===== src/rtl/mips_pkg.sv =====
// rtl/mips_pkg.sv - shared opcodes, ALU op encodings and controller state types
package mips_pkg;

  localparam logic [5:0] OP_RTYPE = 6'h00;
  localparam logic [5:0] OP_ADDI  = 6'h08;
  localparam logic [5:0] OP_LW    = 6'h23;
  localparam logic [5:0] OP_SW    = 6'h2B;
  localparam logic [5:0] OP_BEQ   = 6'h04;
  localparam logic [5:0] OP_J     = 6'h02;

  typedef enum logic [2:0] {
    ALU_ADD   = 3'b000,
    ALU_SUB   = 3'b001,
    ALU_FUNCT = 3'b010
  } alu_op_t;

  typedef enum logic [3:0] {
    S_FETCH,
    S_DECODE,
    S_EXEC_R,
    S_EXEC_I,
    S_ADDR,
    S_MEM_RD,
    S_MEM_WR,
    S_WB_R,
    S_WB_I,
    S_WB_MEM,
    S_BRANCH,
    S_JUMP,
    S_TRAP
  } state_t;

  typedef enum logic [2:0] {
    CLS_R,
    CLS_I,
    CLS_LW,
    CLS_SW,
    CLS_BEQ,
    CLS_J,
    CLS_ILL
  } instr_cls_t;

endpackage


===== src/rtl/mips_mc_ctrl_if.sv =====
// rtl/mips_mc_ctrl_if.sv - controller to datapath strobe bundle
interface mips_mc_ctrl_if;

  logic [5:0]  opcode;
  logic [5:0]  funct;
  logic        zero;
  logic        mem_ready;
  logic        pc_we;
  logic        pcsel;
  logic        jmp;
  logic        ir_we;
  logic        mem_rd;
  logic        mem_wr;
  logic        reg_we;
  logic        reg_dst;
  logic        mem_to_reg;
  logic        alu_src_b;
  logic [2:0]  alu_op;
  logic        illegal;
  logic [31:0] retired;

  modport master (
    input  opcode, funct, zero, mem_ready,
    output pc_we, pcsel, jmp, ir_we, mem_rd, mem_wr, reg_we, reg_dst,
           mem_to_reg, alu_src_b, alu_op, illegal, retired
  );

  modport slave (
    output opcode, funct, zero, mem_ready,
    input  pc_we, pcsel, jmp, ir_we, mem_rd, mem_wr, reg_we, reg_dst,
           mem_to_reg, alu_src_b, alu_op, illegal, retired
  );

endinterface


===== src/rtl/mips_opdec.sv =====
// rtl/mips_opdec.sv - combinational opcode to instruction-class decode
module mips_opdec
  import mips_pkg::*;
(
  input  logic [5:0] opcode,
  output instr_cls_t cls
);

  always_comb begin
    cls = CLS_ILL;
    case (opcode)
      OP_RTYPE: cls = CLS_R;
      OP_ADDI:  cls = CLS_I;
      OP_LW:    cls = CLS_LW;
      OP_SW:    cls = CLS_SW;
      OP_BEQ:   cls = CLS_BEQ;
      OP_J:     cls = CLS_J;
      default:  cls = CLS_ILL;
    endcase
  end

endmodule


===== src/rtl/mips_mc_ctrl.sv =====
// rtl/mips_mc_ctrl.sv - multicycle MIPS main controller (fetch/decode/exec/mem/wb)
module mips_mc_ctrl
  import mips_pkg::*;
(
  input  logic           clk,
  input  logic           reset,
  mips_mc_ctrl_if.master bus
);

  state_t     state;
  state_t     next_state;
  instr_cls_t cls;
  logic [31:0] retired_cnt;

  logic    pc_we_i;
  logic    pcsel_i;
  logic    jmp_i;
  logic    ir_we_i;
  logic    mem_rd_i;
  logic    mem_wr_i;
  logic    reg_we_i;
  logic    reg_dst_i;
  logic    mem_to_reg_i;
  logic    alu_src_b_i;
  alu_op_t alu_op_i;

  // funct is consumed by the ALU control in the datapath, not here
  logic unused_funct;
  assign unused_funct = ^bus.funct;

  mips_opdec u_opdec (
    .opcode (bus.opcode),
    .cls    (cls)
  );

  always_ff @(posedge clk) begin
    if (reset) begin
      state <= S_FETCH;
    end else begin
      state <= next_state;
    end
  end

  always_ff @(posedge clk) begin
    if (reset) begin
      retired_cnt <= 32'd0;
    end else if (pc_we_i) begin
      retired_cnt <= retired_cnt + 32'd1;
    end
  end

  always_comb begin
    next_state   = state;
    pc_we_i      = 1'b0;
    pcsel_i      = 1'b0;
    jmp_i        = 1'b0;
    ir_we_i      = 1'b0;
    mem_rd_i     = 1'b0;
    mem_wr_i     = 1'b0;
    reg_we_i     = 1'b0;
    reg_dst_i    = 1'b0;
    mem_to_reg_i = 1'b0;
    alu_src_b_i  = 1'b0;
    alu_op_i     = ALU_ADD;
    case (state)
      S_FETCH: begin
        mem_rd_i = 1'b1;
        if (bus.mem_ready) begin
          ir_we_i    = 1'b1;
          next_state = S_DECODE;
        end
      end
      S_DECODE: begin
        case (cls)
          CLS_R:   next_state = S_EXEC_R;
          CLS_I:   next_state = S_EXEC_I;
          CLS_LW:  next_state = S_ADDR;
          CLS_SW:  next_state = S_ADDR;
          CLS_BEQ: next_state = S_BRANCH;
          CLS_J:   next_state = S_JUMP;
          default: next_state = S_TRAP;
        endcase
      end
      S_EXEC_R: begin
        alu_op_i   = ALU_FUNCT;
        next_state = S_WB_R;
      end
      S_WB_R: begin
        reg_we_i   = 1'b1;
        reg_dst_i  = 1'b1;
        pc_we_i    = 1'b1;
        next_state = S_FETCH;
      end
      S_EXEC_I: begin
        alu_src_b_i = 1'b1;
        next_state  = S_WB_I;
      end
      S_WB_I: begin
        reg_we_i    = 1'b1;
        alu_src_b_i = 1'b1;
        pc_we_i     = 1'b1;
        next_state  = S_FETCH;
      end
      S_ADDR: begin
        alu_src_b_i = 1'b1;
        next_state  = (cls == CLS_SW) ? S_MEM_WR : S_MEM_RD;
      end
      S_MEM_RD: begin
        mem_rd_i = 1'b1;
        if (bus.mem_ready) begin
          next_state = S_WB_MEM;
        end
      end
      S_WB_MEM: begin
        reg_we_i     = 1'b1;
        mem_to_reg_i = 1'b1;
        pc_we_i      = 1'b1;
        next_state   = S_FETCH;
      end
      S_MEM_WR: begin
        mem_wr_i = 1'b1;
        if (bus.mem_ready) begin
          pc_we_i    = 1'b1;
          next_state = S_FETCH;
        end
      end
      S_BRANCH: begin
        alu_op_i   = ALU_SUB;
        pc_we_i    = 1'b1;
        pcsel_i    = bus.zero;
        next_state = S_FETCH;
      end
      S_JUMP: begin
        pc_we_i    = 1'b1;
        jmp_i      = 1'b1;
        next_state = S_FETCH;
      end
      S_TRAP: begin
        next_state = S_TRAP;
      end
      default: begin
        next_state = S_FETCH;
      end
    endcase
  end

  // reset masks every output in the same cycle, aborting any open request
  assign bus.pc_we      = pc_we_i & ~reset;
  assign bus.pcsel      = pcsel_i & ~reset;
  assign bus.jmp        = jmp_i & ~reset;
  assign bus.ir_we      = ir_we_i & ~reset;
  assign bus.mem_rd     = mem_rd_i & ~reset;
  assign bus.mem_wr     = mem_wr_i & ~reset;
  assign bus.reg_we     = reg_we_i & ~reset;
  assign bus.reg_dst    = reg_dst_i & ~reset;
  assign bus.mem_to_reg = mem_to_reg_i & ~reset;
  assign bus.alu_src_b  = alu_src_b_i & ~reset;
  assign bus.alu_op     = reset ? 3'b000 : alu_op_i;
  assign bus.illegal    = (state == S_TRAP) & ~reset;
  assign bus.retired    = reset ? 32'd0 : retired_cnt;

endmodule


===== src/flat_wrapper.sv =====
// flat-port wrapper written by rule: the top's interface ports become plain ports
module mips_mc_ctrl_flat import mips_pkg::*;
  (clk, reset, bus_opcode, bus_funct, bus_zero, bus_mem_ready, bus_pc_we, bus_pcsel, bus_jmp, bus_ir_we, bus_mem_rd, bus_mem_wr, bus_reg_we, bus_reg_dst, bus_mem_to_reg, bus_alu_src_b, bus_alu_op, bus_illegal, bus_retired);
  mips_mc_ctrl_if bus_i ();
  input  logic clk;
  input  logic reset;
  input wire logic [$bits(bus_i.opcode)-1:0] bus_opcode;
  input wire logic [$bits(bus_i.funct)-1:0] bus_funct;
  input wire logic [$bits(bus_i.zero)-1:0] bus_zero;
  input wire logic [$bits(bus_i.mem_ready)-1:0] bus_mem_ready;
  output wire logic [$bits(bus_i.pc_we)-1:0] bus_pc_we;
  output wire logic [$bits(bus_i.pcsel)-1:0] bus_pcsel;
  output wire logic [$bits(bus_i.jmp)-1:0] bus_jmp;
  output wire logic [$bits(bus_i.ir_we)-1:0] bus_ir_we;
  output wire logic [$bits(bus_i.mem_rd)-1:0] bus_mem_rd;
  output wire logic [$bits(bus_i.mem_wr)-1:0] bus_mem_wr;
  output wire logic [$bits(bus_i.reg_we)-1:0] bus_reg_we;
  output wire logic [$bits(bus_i.reg_dst)-1:0] bus_reg_dst;
  output wire logic [$bits(bus_i.mem_to_reg)-1:0] bus_mem_to_reg;
  output wire logic [$bits(bus_i.alu_src_b)-1:0] bus_alu_src_b;
  output wire logic [$bits(bus_i.alu_op)-1:0] bus_alu_op;
  output wire logic [$bits(bus_i.illegal)-1:0] bus_illegal;
  output wire logic [$bits(bus_i.retired)-1:0] bus_retired;
  assign bus_i.opcode = bus_opcode;
  assign bus_i.funct = bus_funct;
  assign bus_i.zero = bus_zero;
  assign bus_i.mem_ready = bus_mem_ready;
  assign bus_pc_we = bus_i.pc_we;
  assign bus_pcsel = bus_i.pcsel;
  assign bus_jmp = bus_i.jmp;
  assign bus_ir_we = bus_i.ir_we;
  assign bus_mem_rd = bus_i.mem_rd;
  assign bus_mem_wr = bus_i.mem_wr;
  assign bus_reg_we = bus_i.reg_we;
  assign bus_reg_dst = bus_i.reg_dst;
  assign bus_mem_to_reg = bus_i.mem_to_reg;
  assign bus_alu_src_b = bus_i.alu_src_b;
  assign bus_alu_op = bus_i.alu_op;
  assign bus_illegal = bus_i.illegal;
  assign bus_retired = bus_i.retired;
  mips_mc_ctrl u_core (.clk(clk), .reset(reset), .bus(bus_i));
endmodule

===== config.mk =====
export PLATFORM = sky130hd
export DESIGN_NAME = mips_mc_ctrl_flat
export DESIGN_NICKNAME = d
export VERILOG_FILES = /design/src/rtl/mips_pkg.sv /design/src/rtl/mips_mc_ctrl_if.sv /design/src/rtl/mips_opdec.sv /design/src/rtl/mips_mc_ctrl.sv /design/src/flat_wrapper.sv
export SDC_FILE = /design/constraint.sdc
export NUM_CORES = 1
export LEC_CHECK = 0
export ABC_AREA = 1
export CORE_MARGIN = 2
export CORE_UTILIZATION = 60
export DETAILED_ROUTE_END_ITERATION = 16
export DONT_BUFFER_PORTS = 1
export GPL_TIMING_DRIVEN = 0
export PLACE_DENSITY = 0.8
export SYNTH_ARGS = -nofsm -noshare
export SYNTH_HDL_FRONTEND = slang
export SYNTH_SLANG_ARGS = --single-unit

===== constraint.sdc =====
create_clock -name clk -period 2.1 [get_ports clk]
set_input_delay 0.21 -clock clk [delete_from_list [all_inputs] [get_ports clk]]
set_output_delay 0.21 -clock clk [all_outputs]
set_load 0.02 [all_outputs]

## Word-level counts from Yosys, hierarchy flattened

Index checks and enable logic that the tools add are counted.

- Flip-flop bits (word level): 36
- Logic and storage cells: 70

- Add/subtract/negate cells: 1
- Equal/unequal tests: 25
- Multiplexer cells: 21
- Bitwise operators: 12
- Reductions and logical operators: 9

Operator list:

| operator | count |
|---|---|
| 32-bit by 1-bit adder with 32-bit output (second input constant) | 1 |
| 32-bit two-way mux | 1 |
| 4-bit case mux with 8 select lines | 1 |
| 4-bit == test (second input constant) | 5 |
| 4-bit case mux with 5 select lines | 1 |
| 3-bit case mux with 6 select lines | 1 |
| 4-bit by 3-bit == test with 1-bit output (second input constant) | 4 |
| 6-bit == test (second input constant) | 2 |
| 4-bit two-way mux | 3 |
| 1-bit bitwise AND | 11 |
| 1-bit two-way mux | 10 |
| 4-bit by 2-bit == test with 1-bit output (second input constant) | 2 |
| 3-bit by 2-bit == test with 1-bit output (second input constant) | 2 |
| 3-bit == test (second input constant) | 2 |
| 6-bit by 2-bit == test with 1-bit output (second input constant) | 1 |
| 6-bit by 3-bit == test with 1-bit output (second input constant) | 1 |
| 6-bit by 4-bit == test with 1-bit output (second input constant) | 1 |
| 6-bit logical NOT | 1 |
| 2-bit inequality test (second input constant) | 3 |
| 3-bit OR reduction | 2 |
| 5-bit OR reduction | 1 |
| 4-bit by 1-bit == test with 1-bit output (second input constant) | 1 |
| 4-bit logical NOT | 1 |
| 2-bit two-way mux | 2 |
| 7 further kinds | 8 |

## Longest topological paths before layout

Gate-level depths: netlist of the first run.

- Depth after elaboration: 6
- Mapped depth: 11
- Gate-level depth less buffers: 11

## Modules after synthesis

A second synthesis of the first run with hierarchy kept.

- Cells, all modules: 434
- Area total of the unflattened synthesis: 2,452.4 um^2

By module, submodules not included:

| module | instances | cells an instance | area each (um^2) |
|---|---|---|---|
| mips_mc_ctrl | 1 | 410 | 2,346.0 |
| mips_opdec | 1 | 24 | 106.4 |

## Least setup slack after synthesis of the first run

No wires, ideal clock.

- Path kind: input -> output
- Start: input port reset
- End: output port bus_ir_we
- Arrival: 1.299 ns
- Required time: 1.890 ns
- Path slack: 0.591 ns
- Cell stages on the path: 3
- Cells stage by stage: buf_2 > clkbuf_1 > nor4_1

- Word-level cells in the longest chain between the ends: 2

Ends and longest elaborated chain:

| what | line | RTL |
|---|---|---|
| start, declared | flat_wrapper.sv:6 | `input logic reset;` |
| 1-bit NOT | mips_mc_ctrl.sv:151 | `assign bus.ir_we = ir_we_i & ~reset;` |
| 1-bit bitwise AND | mips_mc_ctrl.sv:151 |  |
| end, declared | flat_wrapper.sv:14 | `output wire logic [$bits(bus_i.ir_we)-1:0] bus_ir_we;` |

No other way between the ends.

## Worst setup path in the final report of the first run

- Start: register u_core.state[3]
- End: output port bus_pcsel

- Word-level cells in the longest chain between the ends: 3

Ends and longest elaborated chain:

| what | line | RTL |
|---|---|---|
| start, declared | mips_mc_ctrl.sv:10 | `state_t state;` |
| start signal, assigned | mips_mc_ctrl.sv:40 | `state <= next_state;` |
| 4-bit == test | mips_mc_ctrl.sv:65 | `case (state)` |
| 1-bit two-way mux | mips_mc_ctrl.sv:65 |  |
| 1-bit bitwise AND | mips_mc_ctrl.sv:149 | `assign bus.pcsel = pcsel_i & ~reset;` |
| end, declared | flat_wrapper.sv:12 | `output wire logic [$bits(bus_i.pcsel)-1:0] bus_pcsel;` |

No other way between the ends.

==> flow_summary.toml, run 1 <==
[sta]
rsz0062_at_grt = "false"
fin_crit_ps = 1890
final_hold_viol_count = 0
setup_viol = 0
worstMarginPinSlew_ps = 858
fin_tns_setup_ps = 0
finClkSkew_ps = 4.97
slew_headroom_pct = 42.3
hold_ws_ps = 198
max_freq_ghz = 0.529
slew_violations = 0
min_period_over_period_pct = 90.1

[logic_synthesis]
synthCells = 493
synthArstFlopShare_pct = 0
synth_edf_count = 0
synthTopCellsByCount = "nand2_1 (160), nor2_1 (119), inv_1 (57), dfxtp_1 (36), nand3_1 (30)"
synth-seq-cells = 36
synth_area_leaders = "dfxtp_1 (27%), nand2_1 (22%), nor2_1 (17%)"
avgSynthCellArea_sq_um = 5.44
synth_most_common_cell = "nand2_1"
synth_area_sq_um = 2680
yosys.area.top_type = "dfxtp_1"
synth-seq-area-share_pct = 26.9
yosys_warnings = 0
synth_top_area_share_pct = 26.9
synth_flop_cell = "dfxtp_1"
syn_nets = 510
synth_cell_type_count = 32

[grt]
antenna_found_initial = 0
grt_max_degree = 11
grt_pass1_wl_mm = 11.8
grt_pass1_vias = 2593
grt_overflow = 0
grt.total_usage_pct = 28.8

[drt]
via_per_inst = 5.42
drc_errors = 0
ant_nets = 0
totalWireLength_mm = 6.97
vias = 2991
post_drt_wl_per_cell_um = 12.6
drt-pass1-iter-count = 5
first_iter_violations = 213

[layout]
final_nets = 517
syn_to_final_growth_pct = 6.02
multiInputGateArea_sq_um = 1680
diodes = 0
n_fill_cell = 436
ff_latch_area_sq_um = 721
layout-drive-gt1-share_pct = 7.60

[floorplanning]
core-area_sq_um = 4320
dieArea_sq_um = 5020
dieWidth_um = 70.9
initial_core_util_pct = 62.0
ios = 62
std_cell_rows = 24
die_h_um = 70.9

[power_and_ir_drop]
power.leakage_nw = 1.07
powerDensity_nw_per_um2 = 637
ir_drop_v = 0.000359

[worst_setup_path]
start_kind = "flop"
cp_max_fo = 5
cp_data_required_time_ps = 1890
startpoint = "u_core.state[3]"
cp.arrival_ps = 1680
ff2ff_setup_slack_ps = 340
criticalPathCategory = "flop to primary output"
end_kind = "primary output"
reg2reg_from = "u_core.retired_cnt[1]"

[clocking]
ctsResizeCount = 0
cts_sinks = 36
clock_latency_ps = 300
cts_hold_buf = 0
cts_root_buf = "clkbuf_8"
cts.reportedPaths.clkPinSlew_ps = 70
htree_levels = 2
cts_buffers = 5
postCtsSetupRepairBufs = 0
cts_tree = "yes"
clockBufferDepth = 2

[outcome]
outcome = "completed"

[min_path]
holdCritStartpoint = "bus_mem_ready"
min_path_type = "primary input to flop"

[placed_design]
dp_hpwl_mm = 5.52
gp_congestion = 0.942
portBuffers = 0

[run]
cap_violations = 0
[registers in the layout, indices dropped and copies added (netlist names)]
| register | count |
|---|---|
| u_core.retired_cnt | 32 |
| u_core.state | 4 |
[cell usage in the layout, fill, tap and decap left out, drive strengths merged]
cell type	Yosys	layout
nand2	166	166
nor2	133	133
o22ai	1	1
nand4	6	6
xor2	1	1
inv	62	62
conb	1	1
nor3b	1	1
dfxtp	36	36
ha	1	1
a31oi	1	1
nand3b	1	1
o22a	1	1
buf	7	7
o21ai	7	7
o2111ai	1	1
clkbuf	3	10
nand3	31	31
nor3	6	6
a21oi	25	25
nor4	1	1
clkinv	1	1
[layout make-up]
class,count,share of cell area (%)
clock buffer,7,3.39
multi-input combinational,384,58.9
sequential,36,25.4
tap,52,2.29
buffer,10,1.72
inverter,63,8.32
[power breakdown]
part	switching, mW	leakage [nW]	internal, mW
logic	0.365	0.728	0.141
clock network	0.254	0.0503	0.292
registers	0.0411	0.291	0.717
[cells by family after synthesis]
| kind of cell | Yosys count | share of synthesized area (%) |
|---|---|---|
| simple gates | 345 | 54.5 |
| flops | 36 | 26.9 |
| fa+ha+maj | 1 | 0.467 |
| xor+xnor | 1 | 0.327 |
| buf+inv | 73 | 10.6 |
| compound gates | 36 | 7.09 |
| other cells | 1 | 0.140 |
[path summary, 6_finish.rpt]
path,end,depth (start not counted)
worst max register to register,u_core.retired_cnt[18],8
worst min-delay path,u_core.state[0],3
worst max-delay path,bus_pcsel,4
worst min register to register,u_core.retired_cnt[0],1
[metrics by stage]
step | util [%] | instances | power (mW) | instance area [sq um] | setup slack (ps)
floorplan | - | 493 | 1.17 | 2680 | 591
global route | 65.7 | 552 | 1.91 | 2840 | 95.4
detailed placement | 63.5 | 545 | 1.27 | 2750 | 322
global placement | 63.5 | 545 | 1.27 | 2750 | 408
CTS | 65.7 | 552 | 1.81 | 2840 | 215
finish | 65.7 | 552 | 1.81 | 2840 | 209
[metal layers]
metal	vias to the layer above	wire, um	global-route usage (%)
li1	1535	-	-
met1	1379	3480	41.6
met2	71	3110	45.7
met3	6	321	4.27
met4	0	49	6.29
met5	-	0	0
[critical path, cell delays in order (launching register included)]
cell     delay, ps
dfxtp_1        410
inv_2           60
nor2_2         170
nand2_1        170
nor3b_1        580
No activity file was read; power rests on OpenSTA's default activity.
==> run 2, diff against run 1 <==
- CORE_UTILIZATION: 60 -> 50
- PLACE_DENSITY: 0.8 -> 0.69
==> flow_summary.toml, run 2 (synthesized netlist as in run 1, its figures left out) <==
[power_and_ir_drop]
power.leakage_nw = 1.06
powerDensity_nw_per_um2 = 611
ir_drop_v = 0.000390

[sta]
fin_tns_setup_ps = 0
slew_violations = 0
finClkSkew_ps = 3.07
worstMarginPinSlew_ps = 861
fin_crit_ps = 1900
hold_ws_ps = 204
final_hold_viol_count = 0
setup_viol = 0
fin_ws_ps = 200
min_period_over_period_pct = 90.5
max_freq_ghz = 0.526
slew_headroom_pct = 42.0
rsz0062_at_grt = "false"

[run]
cap_violations = 0

[clocking]
cts_hold_buf = 0
cts_buffers = 5
clockBufferDepth = 2
cts_root_buf = "clkbuf_8"
postCtsSetupRepairBufs = 0
cts_tree = "yes"
cts.reportedPaths.clkPinSlew_ps = 70
cts_sinks = 36
ctsResizeCount = 0
htree_levels = 2
clock_latency_ps = 290

[worst_setup_path]
critPathTopFamily = "simple AND/OR/NAND/NOR gates"
r2r-end = "u_core.retired_cnt[18]"
cp_max_fo = 5
crit_path_max_incr_delay_ps = 580
rr_worst_depth = 8
crit_slowest_cell = "nor3b_1"
crit_path_cell_trace = "inv_2 > nor2_2 > nand2_1 > nor3b_1"
cp.depth = 4
start_kind = "flop"
path_buf_inv = 1
cp_data_required_time_ps = 1890
startpoint = "u_core.state[3]"
criticalPathCategory = "flop to primary output"
cp.arrival_ps = 1690
end_kind = "primary output"
ff2ff_setup_slack_ps = 340
reg2reg_from = "u_core.retired_cnt[1]"
crit_end = "bus_pcsel"

[grt]
grt_pass1_vias = 2684
grt_pass1_wl_mm = 11.9
grt.total_usage_pct = 24.6
grt_max_degree = 11
antenna_found_initial = 0
grt_overflow = 0

[placed_design]
dp_hpwl_mm = 5.66
gp_congestion = 0.919
pre_cts_slack_ps = 359
portBuffers = 0

[layout]
layout-drive-gt1-share_pct = 7.40
final_common_cell = "nand2_1"
diodes = 0
mostFrequentLayoutCells = "nand2_1 (160), nor2_1 (119), inv_1 (57), dfxtp_1 (36), nand3_1 (30)"
largest_register_ffs = 32
final_nets = 517
top_register = "u_core.retired_cnt"
syn_to_final_growth_pct = 6.16
top_regs = "u_core.retired_cnt (32), u_core.state (4)"

[outcome]
outcome = "completed"

[min_path]
min_path_type = "primary input to flop"

[drt]
ant_nets = 0
post_drt_wl_per_cell_um = 12.5
drc_errors = 0
first_iter_violations = 132
drt-pass1-iter-count = 4
via_per_inst = 5.02
vias = 2859
totalWireLength_mm = 7.10

[floorplanning]
ios = 62
core-area_sq_um = 5140
initial_core_util_pct = 52.2
die_h_um = 77.2
dieWidth_um = 77.2
std_cell_rows = 26
dieArea_sq_um = 5960
-- run 2: changes by cell type in the layout (fill, tap and decap cells not counted) --
cell,previous run,this run
clkbuf_1,3,4
clkinv_2,0,1
clkbuf_8,7,5
-- run 2: stage by stage --
stage,power [mW],instances,area [sq um],util (%)
6_report,1.74,570,2850,55.4
5_1_grt,1.84,570,2850,55.4
4_1_cts,1.75,570,2850,55.4
3_5_place_dp,1.27,563,2770,53.9
3_3_place_gp,1.27,563,2770,53.9
2_1_floorplan,1.17,493,2680,-
-- run 2: metal layers --
| metal | vias up | wire [um] | global-route usage [%] |
|---|---|---|---|
| li1 | 1520 | - | - |
| met1 | 1275 | 3410 | 31.2 |
| met2 | 52 | 3220 | 41.5 |
| met3 | 12 | 342 | 5.18 |
| met4 | 0 | 123 | 8.21 |
| met5 | - | 0 | 0 |
-- run 2: how the worst min path moves through the flow --
stage                          start                     to  slack [ps]  cells after the start
2_1_floorplan  u_core.retired_cnt[0]  u_core.retired_cnt[0]         450                      1
3_3_place_gp   u_core.retired_cnt[0]  u_core.retired_cnt[0]         470                      1
3_5_place_dp   u_core.retired_cnt[0]  u_core.retired_cnt[0]         480                      1
4_1_cts                bus_mem_ready        u_core.state[0]         200                      3
5_1_grt                bus_mem_ready        u_core.state[0]         210                      3
6_report               bus_mem_ready        u_core.state[0]         200                      3
-- run 2: power breakdown --
group          total (mW)  internal [mW]  leakage, nW  switching, mW
logic               0.503          0.140        0.728          0.363
clock network       0.477          0.226       0.0410          0.252
registers           0.760          0.717        0.291         0.0430
total                1.74           1.08         1.06          0.658
-- run 2: cell type report --
| cell class | instances | area, sq um |
|---|---|---|
| Multi-Input combinational cell | 384 | 1680 |
| Inverter | 63 | 236 |
| Buffer | 10 | 48.8 |
| Sequential cell | 36 | 721 |
| Tap cell | 70 | 87.6 |
| Clock inverter | 1 | 5.00 |
| Fill cell | 594 | 2290 |
| Clock buffer | 6 | 72.6 |
-- run 2: worst reg2reg max path: cells and delay by family (launching register included) --
kind,cells,cell delay [ps]
adders and majority gates,1,320
AOI/OAI and AO/OA,1,120
DFF,1,390
and+or+nand+nor,6,840
